### src/rtl/ex_muldiv_unit.sv
// Iterative MIPS-style multiply/divide unit owning HI/LO; one iteration per cycle.
// Optional MULDIV_CANCEL_EN adds a cancel input to abort an in-flight operation.
module ex_muldiv_unit #(
   parameter int unsigned DATA_W = 32
) (
   input  logic              clk,
   input  logic              reset,
   input  logic              start,
   input  logic [1:0]        op,
   input  logic [DATA_W-1:0] src_a,
   input  logic [DATA_W-1:0] src_b,
   input  logic              mthi,
   input  logic              mtlo,
   input  logic [DATA_W-1:0] mt_data,
`ifdef MULDIV_CANCEL_EN
   input  logic              cancel,
`endif
   output logic              busy,
   output logic              done,
   output logic [DATA_W-1:0] hi,
   output logic [DATA_W-1:0] lo
);

   localparam int unsigned CNT_W = $clog2(DATA_W);
   localparam int unsigned ACC_W = 2 * DATA_W;

   typedef enum logic [1:0] {
      IDLE = 2'd0,
      RUN  = 2'd1,
      DONE = 2'd2
   } state_t;

   state_t              state;
   logic [CNT_W-1:0]    count;
   logic [ACC_W-1:0]    acc;
   logic [DATA_W-1:0]   opnd;
   logic                is_div;
   logic                q_neg;
   logic                r_neg;

   logic                cancel_c;
   logic                signed_op_c;
   logic                a_neg_c;
   logic                b_neg_c;
   logic [DATA_W-1:0]   a_mag_c;
   logic [DATA_W-1:0]   b_mag_c;
   logic [DATA_W:0]     mul_sum_c;
   logic [DATA_W:0]     div_shift_c;
   logic                div_ge_c;
   logic [ACC_W-1:0]    acc_step_c;
   logic [ACC_W-1:0]    prod_c;
   logic [DATA_W-1:0]   quot_c;
   logic [DATA_W-1:0]   rem_c;

`ifdef MULDIV_CANCEL_EN
   assign cancel_c = cancel;
`else
   assign cancel_c = 1'b0;
`endif

   assign busy = (state != IDLE);
   assign done = (state == DONE);

   // Operand magnitudes; magnitude of the most negative value is its unsigned pattern.
   always_comb begin
      signed_op_c = ~op[0];
      a_neg_c     = signed_op_c & src_a[DATA_W-1];
      b_neg_c     = signed_op_c & src_b[DATA_W-1];
      a_mag_c     = a_neg_c ? -src_a : src_a;
      b_mag_c     = b_neg_c ? -src_b : src_b;
   end

   // One shift-add (multiply) or restoring-subtract (divide) step.
   // Multiply: acc = {partial product high, multiplier shifting out}.
   // Divide:   acc = {partial remainder, dividend shifting out / quotient shifting in}.
   always_comb begin
      mul_sum_c   = {1'b0, acc[ACC_W-1:DATA_W]} + (acc[0] ? {1'b0, opnd} : '0);
      div_shift_c = {acc[ACC_W-1:DATA_W], acc[DATA_W-1]};
      div_ge_c    = (div_shift_c >= {1'b0, opnd});
      if (is_div) begin
         acc_step_c = {(div_ge_c ? DATA_W'(div_shift_c - {1'b0, opnd})
                                 : div_shift_c[DATA_W-1:0]),
                       acc[DATA_W-2:0], div_ge_c};
      end else begin
         acc_step_c = {mul_sum_c, acc[DATA_W-1:1]};
      end
   end

   // Sign correction applied when results are committed.
   always_comb begin
      prod_c = q_neg ? -acc : acc;
      quot_c = q_neg ? -acc[DATA_W-1:0] : acc[DATA_W-1:0];
      rem_c  = r_neg ? -acc[ACC_W-1:DATA_W] : acc[ACC_W-1:DATA_W];
   end

   always_ff @(posedge clk) begin
      if (reset) begin
         state  <= IDLE;
         count  <= '0;
         acc    <= '0;
         opnd   <= '0;
         is_div <= 1'b0;
         q_neg  <= 1'b0;
         r_neg  <= 1'b0;
         hi     <= '0;
         lo     <= '0;
      end else begin
         case (state)
            IDLE: begin
               if (start) begin
                  if (!cancel_c) begin
                     state  <= RUN;
                     count  <= '0;
                     is_div <= op[1];
                     opnd   <= op[1] ? b_mag_c : a_mag_c;
                     acc    <= {{DATA_W{1'b0}}, (op[1] ? a_mag_c : b_mag_c)};
                     // Divide by zero keeps an all-ones quotient regardless of sign.
                     q_neg  <= (a_neg_c ^ b_neg_c) & (~op[1] | (|src_b));
                     r_neg  <= a_neg_c;
                  end
               end else begin
                  if (mthi) hi <= mt_data;
                  if (mtlo) lo <= mt_data;
               end
            end
            RUN: begin
               if (cancel_c) begin
                  state <= IDLE;
               end else begin
                  acc   <= acc_step_c;
                  count <= count + CNT_W'(1);
                  if (count == CNT_W'(DATA_W - 1)) state <= DONE;
               end
            end
            DONE: begin
               state <= IDLE;
               if (!cancel_c) begin
                  if (is_div) begin
                     hi <= rem_c;
                     lo <= quot_c;
                  end else begin
                     hi <= prod_c[ACC_W-1:DATA_W];
                     lo <= prod_c[DATA_W-1:0];
                  end
               end
            end
            default: state <= IDLE;
         endcase
      end
   end

endmodule

### config.mk
export PLATFORM = sky130hd
export DESIGN_NAME = ex_muldiv_unit
export DESIGN_NICKNAME = d
export VERILOG_FILES = /design/src/rtl/ex_muldiv_unit.sv
export SDC_FILE = /design/constraint.sdc
export NUM_CORES = 1
export LEC_CHECK = 0
export BUFFER_PORTS_ARGS = -buffer_cell sky130_fd_sc_hd__buf_2
export CORE_AREA = 2 2 128 254
export CTS_CLUSTER_DIAMETER = 40
export DETAILED_ROUTE_END_ITERATION = 8
export DIE_AREA = 0 0 130 256
export PLACE_DENSITY = 0.67
export SYNTH_ARGS = -nofsm -noshare
export SYNTH_HDL_FRONTEND = slang
export SYNTH_SLANG_ARGS = --single-unit
### constraint.sdc
create_clock -name clk -period 7.67 [get_ports clk]
set_clock_uncertainty 0.05 [all_clocks]
set_input_delay 1.534 -clock clk [delete_from_list [all_inputs] [get_ports clk]]
set_output_delay 1.534 -clock clk [all_outputs]
set_load 0.01 [all_outputs]
==> impl_metrics.py <==
metrics = {
    "worst_hold_path": {
        "hold_class": "flop to flop",
        "hold_start": "opnd[10]",
        "hold-path-cell-count": 2,
        "whs_endpoint": "opnd[10]",
    },
    "die": {
        "die-height_microns": 256,
        "start_util_pct": 46.4,
        "io-pin-count": 169,
        "dieArea_sq_um": 33300,
        "fp.coreArea_sq_um": 31400,
        "fp.dieW_microns": 130,
        "num_rows": 92,
    },
    "finish": {
        "final_common_cell": "nor2_1",
        "layout_common_cells": "nor2_1 (209), dfxtp_1 (169), buf_2 (167)",
        "syn_to_final_growth_pct": 11.1,
        "fillers": 3035,
        "drive_gt1_share_pct": 13.5,
        "nNetsFinal": 2162,
    },
    "logic_synthesis": {
        "synthCells": 1919,
        "syn_area_per_cell_sq_um": 7.59,
        "synth_area_sq_um": 14600,
        "yosys-top-cells-area": "dfxtp_1 (23%), mux2i_1 (6.9%), xnor2_1 (6.6%), ha_1 (6.0%), a21oi_1 (5.6%)",
        "synth-seq-cells": 170,
        "yosysTopAreaCell": "dfxtp_1",
        "yosysUniqueCellTypes": 86,
        "ys.warnings.count": 0,
        "synth_edf_count": 0,
        "synth_top_area_share_pct": 23.4,
        "async_reset_ff_share_pct": 0,
        "synth_nets": 2094,
        "ys.flop_type": "dfxtp_1",
        "ys_seq_area_share_pct": 23.4,
    },
    "global_route": {
        "grt_first_pass_wirelength_mm": 82.3,
        "overflow": 0,
        "grt.total_usage_pct": 32.3,
        "grt_max_degree": 90,
        "antenna_found_initial": 1,
        "grt_pass1_vias": 14700,
    },
    "routing": {
        "routed_via_density": 6.10,
        "drtIter0Drc": 988,
        "ant_nets": 0,
        "drc_errors": 0,
        "wl_per_cell_microns": 22.2,
        "routed_wl_mm": 53.9,
        "vias": 14800,
        "drt-pass1-iter-count": 5,
    },
    "critical_path": {
        "critPathMaxFanout": 7,
        "worst-r2r-cell-count": 13,
        "worstReg2RegEnd": "acc[63]",
        "crit_type": "flop to flop",
        "cp-end-kind": "flop",
        "worst_ep_required_time_ns": 8.01,
        "timing.rr.start": "acc[0]",
        "critPathLaunchType": "flop",
        "worstPathArrival_ns": 4.58,
        "regToRegSetupSlack_ns": 3.42,
    },
    "timing": {
        "max_freq_ghz": 0.235,
        "slew_headroom_pct": 23.3,
        "hold_viol_final": 0,
        "tightest_slew_ns": 1.15,
        "setup_viol": 0,
        "rsz0062_at_grt": "no",
        "fin_crit_sh_pct": 55.4,
        "period_minus_slack_ns": 4.25,
        "finalSetupTns_ns": 0,
        "maxSlewViolCount": 0,
    },
    "clocking": {
        "cts_tree": "yes",
        "cts_hold_buf": 0,
        "cts_max_level": 4,
        "clockBufferDepth": 2,
        "worstSkewPairLatency_ns": 0.46,
        "clk_pin_slew_ns": 0.08,
        "cts-resized-gates": 0,
        "post_cts_buffers": 0,
        "clock-sinks": 170,
        "cts_root_buffer": "clkbuf_16",
        "numCtsBuffers": 17,
    },
    "power": {
        "switchingPower_w": 0.00105,
        "pwr-share-clk_pct": 33.1,
        "leakagePower_nw": 6.78,
        "p_per_area_nw_per_um2": 174,
        "p_total_w": 0.00282,
        "pwr-share-comb_pct": 30.6,
        "ir_drop_v": 0.000171,
        "swShare_pct": 37.2,
        "power.internal_w": 0.00177,
        "seqPwrFrac_pct": 36.3,
    },
    "status": {
        "status": "completed",
    },
    "placed_design": {
        "hpwl_mm": 42.2,
        "globalplace.congestion": 1.00,
        "portBuffers": 168,
    },
    "flow_run": {
        "cap_violations": 0,
    },
}
## flip-flops by register name (all words and copies together) (netlist names)
signal / count
q_neg: 1
opnd: 32
count: 5
state: 2
acc: 64
is_div: 1
hi: 32
lo: 32
r_neg: 1
## worst max path at each step
stage                          from        to  slack, ns  depth (start not counted)
after CTS                    acc[0]   acc[63]       3.50                         13
final                        acc[0]   acc[63]       3.42                         13
after detailed placement   src_a[5]  opnd[20]       3.18                         10
after global routing         acc[0]   acc[61]       3.21                         13
after global placement     src_a[5]  opnd[20]       3.25                         10
after floorplan           src_a[11]  opnd[29]       3.86                          9
## synthesized netlist by cell type, types with 4 or more instances
master / instances
a211o_1: 6
a211oi_1: 106
a21o_1: 41
a21oi_1: 163
a221oi_1: 6
a22oi_1: 9
a311oi_1: 6
a31oi_1: 21
a32oi_1: 4
and2_1: 11
and3_1: 12
buf_1: 19
buf_2: 4
clkbuf_1: 112
dfxtp_1: 170
ha_1: 70
inv_1: 61
mux2_2: 8
mux2i_1: 101
nand2_1: 160
nand2b_1: 27
nand3_1: 19
nand3b_1: 7
nand4_1: 13
nor2_1: 209
nor2b_1: 23
nor3_1: 36
nor4_1: 5
o2111ai_1: 4
o211a_1: 6
o211ai_1: 32
o21a_1: 5
o21ai_0: 102
o21ai_1: 6
o21bai_1: 8
o221ai_1: 14
o31ai_1: 20
o41ai_1: 14
or2_2: 8
or3_1: 18
or4_1: 10
xnor2_1: 109
xor2_1: 59
## worst max-delay path, stage by stage (launching register included)
cell       delay (ns)
dfxtp_1          0.53
and2_1           0.19
ha_1             0.19
inv_1            0.06
fa_1             0.40
nor2b_1          0.17
o2111ai_1        0.18
a31oi_1          0.49
o221ai_1         0.33
o21ai_0          0.82
a41oi_1          0.28
o21bai_1         0.18
a2111oi_0        0.10
a211oi_1         0.20
## metrics by stage
step / cell area [sq um] / std cells / hold slack [ns] / util [%] / setup WS, ns
after floorplan: 14600 / 1919 / 0.379 / - / 3.86
after global placement: 15600 / 2391 / 0.391 / 49.5 / 3.25
after detailed placement: 15600 / 2391 / 0.401 / 49.5 / 3.18
after CTS: 16200 / 2423 / 0.411 / 51.5 / 3.50
after global routing: 16200 / 2424 / 0.431 / 51.5 / 3.21
final: 16200 / 2424 / 0.409 / 51.5 / 3.42
## cell families after synthesis
logic type / share of synthesized area [%]
muxes: 7.56
and+or+nand+nor: 19.6
buffers and inverters: 5.37
adders and majority gates: 6.29
xor gates and xnor gates: 10.1
AOI/OAI and AO/OA: 27.7
DFF: 23.4
## power groups by stage
stage	sequential, W	combinational (W)	clock, W
floorplan	0.00100	0.000609	0
global placement	0.00104	0.000842	0
detailed placement	0.00104	0.000849	0
CTS	0.00102	0.000854	0.000946
global route	0.00103	0.000938	0.000970
finish	0.00102	0.000863	0.000931
## layer usage
metal  GRT usage [%]  wire length [microns]  vias up
met1            31.7                  18600     6984
met3            3.83                   2130      191
met4            31.8                   6280        0
met2            56.1                  26800      482
li1                -                      -     7130
met5               0                      0        -
## final cells by class
class	instances	area (sq um)	area share [%]
Multi-Input combinational cell	1548	10400	64.3
Sequential cell	170	3400	21.0
Timing Repair Buffer	187	986	6.09
Tap cell	423	529	3.27
Clock buffer	18	439	2.71
Inverter	63	236	1.46
Clock inverter	14	175	1.08
Antenna cell	1	2.50	0.0155
(Power assumes the default switching activity.)
